==> src/rtl/irq_arbiter.sv <==
// Edge-triggered interrupt arbiter with a single-level IDLE/REQ/SERV handshake to the CPU.
// Optional rotating priority is enabled by defining IRQ_ROUND_ROBIN_EN.
//
// state | meaning
// IDLE  | no request outstanding; waiting for an unmasked pending source
// REQ   | intr asserted; waiting for inta to latch the winner
// SERV  | CPU servicing irq_id; no nesting until eoi
module irq_arbiter #(
    parameter int NSRC = 8,
    parameter int IDW  = 3
) (
    input  logic            Clk,
    input  logic            Clrn,
    input  logic [NSRC-1:0] irq_in,
    input  logic            mask_we,
    input  logic [NSRC-1:0] mask_wdata,
    input  logic            inta,
    input  logic            eoi,
    output logic            intr,
    output logic [IDW-1:0]  irq_id,
    output logic            busy,
    output logic [NSRC-1:0] pend,
    output logic [NSRC-1:0] mask
);

    typedef enum logic [1:0] {IDLE, REQ, SERV} state_t;

    state_t            state;
    logic [NSRC-1:0]   prev;
    logic [NSRC-1:0]   rise;
    logic [NSRC-1:0]   cand;
    logic [NSRC-1:0]   grant_clr;
    logic [IDW-1:0]    winner;
    logic              any_cand;
    logic              grant;

    assign rise     = irq_in & ~prev;
    assign cand     = pend & ~mask;
    assign any_cand = |cand;
    assign grant    = (state == REQ) && inta && any_cand;

`ifdef IRQ_ROUND_ROBIN_EN
    logic [IDW-1:0] rr_ptr;
    logic [IDW-1:0] idx;
    logic           found;

    // Scan starts at rr_ptr and wraps naturally through the IDW-bit index.
    always_comb begin
        winner = '0;
        found  = 1'b0;
        idx    = '0;
        for (int k = 0; k < NSRC; k++) begin
            idx = rr_ptr + IDW'(k);
            if (!found && cand[idx]) begin
                winner = idx;
                found  = 1'b1;
            end
        end
    end

    always_ff @(posedge Clk) begin
        if (!Clrn) begin
            rr_ptr <= '0;
        end else if (grant) begin
            rr_ptr <= winner + 1'b1;
        end
    end
`else
    always_comb begin
        winner = '0;
        for (int i = NSRC - 1; i >= 0; i--) begin
            if (cand[i]) begin
                winner = IDW'(i);
            end
        end
    end
`endif

    always_comb begin
        grant_clr = '0;
        if (grant) begin
            grant_clr[winner] = 1'b1;
        end
    end

    always_ff @(posedge Clk) begin
        if (!Clrn) begin
            prev <= '0;
            mask <= '1;
        end else begin
            prev <= irq_in;
            if (mask_we) begin
                mask <= mask_wdata;
            end
        end
    end

    // A fresh edge in the grant cycle re-pends the source (set wins over clear).
    always_ff @(posedge Clk) begin
        if (!Clrn) begin
            pend <= '0;
        end else begin
            pend <= (pend & ~grant_clr) | rise;
        end
    end

    always_ff @(posedge Clk) begin
        if (!Clrn) begin
            state  <= IDLE;
            intr   <= 1'b0;
            busy   <= 1'b0;
            irq_id <= '0;
        end else begin
            case (state)
                IDLE: begin
                    if (any_cand) begin
                        state <= REQ;
                        intr  <= 1'b1;
                    end
                end
                REQ: begin
                    if (grant) begin
                        state  <= SERV;
                        intr   <= 1'b0;
                        busy   <= 1'b1;
                        irq_id <= winner;
                    end else if (!any_cand) begin
                        state <= IDLE;
                        intr  <= 1'b0;
                    end
                end
                SERV: begin
                    if (eoi) begin
                        state <= IDLE;
                        busy  <= 1'b0;
                    end
                end
                default: begin
                    state <= IDLE;
                    intr  <= 1'b0;
                    busy  <= 1'b0;
                end
            endcase
        end
    end

endmodule

==> config.mk <==
export PLATFORM = sky130hd
export DESIGN_NAME = irq_arbiter
export DESIGN_NICKNAME = d
export VERILOG_FILES = /design/src/rtl/irq_arbiter.sv
export SDC_FILE = /design/constraint.sdc
export NUM_CORES = 1
export LEC_CHECK = 0
export ABC_AREA = 1
export CORE_MARGIN = 4
export CORE_UTILIZATION = 29
export CTS_CLUSTER_DIAMETER = 120
export DETAILED_ROUTE_END_ITERATION = 10
export PLACE_DENSITY = 0.55
export SYNTH_ARGS = -nofsm -noshare
export SYNTH_HDL_FRONTEND = slang
export SYNTH_SLANG_ARGS = --single-unit
==> constraint.sdc <==
create_clock -name Clk -period 1.3 [get_ports Clk]
set_input_delay 0.26 -clock Clk [delete_from_list [all_inputs] [get_ports Clk]]
set_output_delay 0.26 -clock Clk [all_outputs]
set_load 0.01 [all_outputs]
### Word-level counts from Yosys, hierarchy flattened

Cells that the tools add are included.

* bits of input ports: 21
* register bits after elaboration: 31
* output and inout bits: 21
* logic and storage cells: 56

* reductions and logical operators: 9
* order comparisons: 2
* mux-type cells: 23
* bitwise gates (word level): 9
* equal/unequal tests: 6

Operator list (count)
* 8-bit AND: 3
* 3-bit 2-to-1 mux: 8
* 8-bit NOT: 3
* 3-bit AND reduction: 3
* 2-bit 2-to-1 mux: 4
* 8-bit 2-to-1 mux: 1
* 8-bit bitwise OR: 1
* 8-bit OR reduction: 1
* 1-bit 2-to-1 mux: 6
* 2-bit != test (second input constant): 3
* 1-bit case mux with 3 select lines: 2
* 2-bit case mux with 3 select lines: 1
* 3-bit by 4-bit less-than comparator with 1-bit output (second input constant): 1
* 1-bit demux with 3-bit select: 1
* 3-bit by 1-bit greater-or-equal comparator with 1-bit output (second input constant): 1
* 1-bit logical AND: 3
* 3-bit != test (second input constant): 1
* 2-bit by 1-bit equality test with 1-bit output (second input constant): 1
* 2-bit equality test (second input constant): 1
* 2-bit zero test: 1
* 1-bit NOT: 2
* 2-bit AND reduction: 1

### Depth between registers and ports, before layout

* depth in word-level cells: 18
* gate-level depth with buffers: 12

### Worst setup path after synthesis

Ideal clock, no wire load.

* kind: register to register
* start point: register pend[0]
* end point: register pend[7]
* setup time: 112 ps
* setup slack: 37 ps
* data required time: 1188 ps
* arrival: 1151 ps
* cell stages (with the launch flop): 11
* path through: dfxtp_1 > nand2_4 > nand2_4 > nor2_4 > nand2_4 > inv_4 > nor2_8 > buf_12 > nand4_1 > nand2_1 > nand2_1

* word-level cells in the longest chain between the ends: 10
* elaborated cells on any way between the ends: 13
* those cells by class: 2 x order compare; 4 x mux; 4 x bitwise; 3 x reduce/logical

Ends and longest elaborated chain
* start, declared: line 22 `output logic [NSRC-1:0] pend,`
* start signal, assigned: line 103 `pend <= (pend & ~grant_clr) | rise;`
* 8-bit AND (*): line 38 `assign cand = pend & ~mask;`
* 3-bit 2-to-1 mux: line 72 `if (cand[i]) begin`
* 3-bit by 4-bit less-than comparator with 1-bit output (implied by the code) / 3-bit by 1-bit greater-or-equal comparator with 1-bit output (equally long branches): line 82 `grant_clr[winner] = 1'b1;`
* 1-bit logical AND (implied by the code): line 82
* 1-bit 2-to-1 mux (implied by the code): line 82
* 1-bit demux with 3-bit select: line 82
* 8-bit 2-to-1 mux (*): line 81 `if (grant) begin`
* 8-bit NOT (*): line 103
* 8-bit AND (*): line 103
* 8-bit bitwise OR (*): line 103

Mark *: on every way between the ends. The rest lies on a longest branch, timed or not.
A chain may end at the register's enable or synchronous reset.

### Final worst setup path

* start point: register mask[5]
* end point: register pend[5]

* word-level cells in the longest chain between the ends: 16
* elaborated cells on any way between the ends: 19
* those cells by class: 2 x order compare; 9 x mux; 5 x bitwise; 3 x reduce/logical

Ends and longest elaborated chain
* start, declared: line 23 `output logic [NSRC-1:0] mask`
* start signal, assigned: line 93 `mask <= mask_wdata;`
* 8-bit NOT (*): line 38
* 8-bit AND (*): line 38
* 3-bit 2-to-1 mux (6 in series): line 72
* 3-bit by 4-bit less-than comparator with 1-bit output (implied by the code) / 3-bit by 1-bit greater-or-equal comparator with 1-bit output (equally long branches): line 82
* 1-bit logical AND (implied by the code): line 82
* 1-bit 2-to-1 mux (implied by the code): line 82
* 1-bit demux with 3-bit select: line 82
* 8-bit 2-to-1 mux (*): line 81
* 8-bit NOT (*): line 103
* 8-bit AND (*): line 103
* 8-bit bitwise OR (*): line 103

Marked as above.

==> reports/metrics.cfg <==
[placement]
pre_cts_slack_ps=-181
dpl_cell_area_um2=2020
portBuffers=41
gp_congestion=0.786
dp_cells=310
dp_hpwl_mm=2.44

[layout]
diodes=0
final_common_cell=nand2_1
nFillCells=500
area_growth_pct=54.2
drive_gt1_share_pct=37.6
num-nets-final=275
mostFrequentLayoutCells=48 x nand2_1, 20 x inv_1, 20 x clkdlybuf4s50_1
fin_cells=322
stdcell_area_um2=2220

[logic_synthesis]
syn_inst=192
synth.top_cell.area_share_pct=43.1
synthTopCellsByArea=dfxtp_1 43%, nand2_1 14%, inv_1 7.3%
syn_avg_cell_area_um2=7.50
synth_area_um2=1440
ys_seq_area_share_pct=43.1
ys_seq_elements=31
synth_warnings=0
synth_top_cell_by_area=dfxtp_1
ys_types=22
syn_nets=213

[job]
max_cap_viol_count=0

[worst_setup_path]
cp-start-kind=flop
cp-startpoint=mask[5]
cp_max_fo=3
r2r_slack_ps=20
path_class=flop to flop
rr_endpoint=pend[5]
crit_path_end_kind=flop
cp.required_ps=1480
slowest_delay_ps=320
reg2reg_from=mask[5]
cp_slowest_cell=dfxtp_2
reg2reg_depth=10
crit_path_cell_trace=inv_2, nand2_4, nand2_4, inv_2, nand2_2, nand2_2, a21oi_2, nand4_1, nand2_1, nand2_1
cp_data_arrival_time_ps=1460

[clocking]
clockBufferDepth=2
clock-sinks=31
clock_insertion_delay_worst_skew_ps=280
cts_inserted_buffers=5
cts-root-buf=clkbuf_8
path_clk_slew_ps=60
cts.htree.levels=2
cts_tree=built
cts_hold_buf=0

[global_route]
grt_pass1_wl_mm=5.23
antenna_found_initial=0
grtUsageTotal_pct=11.0
grt_max_degree=17
grt_remaining_overflow=0
grt_pass1_vias=1198

[power_and_ir_drop]
p_per_area_nw_per_um2=1120
power.leakage_nw=1.15
ir_drop_mv=0.630

[routing]
route.vias.total=1292
route.final.wire_length_mm=3.20
wl_per_cell_um=9.94
first_pass_iters=4
drt_drc_violations_left=0
ant_nets=0
drt_iter0_markers=27
via_per_inst=4.01

[timing]
slew_violations=0
min_period_over_period_pct=98.7
hold_viol=0
min_period_ps=1280
max_freq_ghz=0.779
finalWorstSetupSlack_ps=16.3
relSlewSlack_pct=73.0
fin_skew_ps=5.81
worst_pin_slew_ps=404
worst_hold_slack_ps=456
final-setup-viol-count=0
rsz0062_at_grt=true

[floorplanning]
die_h_um=78.5
rows=25
dieArea_um2=6160
coreArea_um2=4750
start_util_pct=30.3
dieWidth_um=78.5
io_pins=42

[min_path]
worstHoldEndpoint=intr
holdCritStartpoint=intr
hold_path_class=flop to flop
min_path_cells=2

[status]
status=finished, final reports clean

## area by class of cell
cell class                 count  area (um2)  area share, %
multi-input combinational    123         726           32.7
clock buffer                   8         100           4.51
tap                           67        83.8           3.77
inverter                      34         134           6.03
timing repair buffer          59         536           24.1
sequential                    31         642           28.9
## per-layer routing
layer	wire (um)	part of all wire [%]	track usage [%]	vias up
met5	0	0	0	-
met1	1490	47	12.6	549
met2	1450	45	17.9	29
li1	-	-	-	710
met3	215	6.7	4.47	4
met4	46	1.4	4.72	0
## power by group
| part | leakage (nW) | internal, mW | switching [mW] |
|---|---|---|---|
| clock | 0.0515 | 0.482 | 0.339 |
| combinational | 0.841 | 0.284 | 0.305 |
| sequential | 0.257 | 1.03 | 0.0540 |
| total | 1.15 | 1.80 | 0.698 |
## cell families after synthesis
logic type             share of synthesized area (%)
AND/OR/NAND/NOR                                 35.4
flip-flops                                      43.1
AO/OA/AOI/OAI                                   9.82
buffers and inverters                           11.7
## critical path, delay by kind of cell (launching register included)
kind	cells	cell delay, ps
and+or+nand+nor	7	590
DFF	1	320
AOI/OAI and AO/OA	1	170
buffers and inverters	2	120
## cell usage after synthesis
cell,number
nor2_1,7
nand4_1,4
inv_1,28
dfxtp_1,31
buf_2,3
o21ai_0,8
nand2_2,8
nand3_1,6
nand3_2,1
inv_2,4
nand2_1,53
buf_12,1
clkbuf_1,1
a21oi_2,2
inv_4,1
nand2_4,6
nor2_8,2
clkinv_1,1
nor2_4,1
a21oi_1,15
or2_2,8
o21ai_2,1
## worst max path at each step
stage	to	slack, ps
2_1_floorplan	pend[7]	40
3_3_place_gp	irq_id[2]	-180
3_5_place_dp	irq_id[2]	-180
4_1_cts	pend[5]	1
5_1_grt	pend[5]	-80
6_report	pend[5]	20
## state kept, by name (all words and copies together) (netlist names)
name / count
busy: 1
mask: 8
irq_id: 3
intr: 1
prev: 8
state: 2
pend: 8
## metrics by stage
step | TNS [ps] | power, mW | util (%)
CTS | 0 | 2.50 | 45.0
global route | -411 | 2.64 | 46.7
floorplan | 0 | 1.39 | -
global placement | -1930 | 1.66 | 42.5
finish | 0 | 2.50 | 46.7
detailed placement | -2020 | 1.66 | 42.5
## timing repair
| item | 4_1_cts | 5_1_grt |
|---|---|---|
| setup endpoints to repair | 33 | 13 |
| buffers inserted | 1 | 2 |
| pin swaps | 2 | 16 |
| gates resized for setup | 35 | 31 |
| gates cloned | 1 | 0 |
Power figures use the tool's default switching activity.
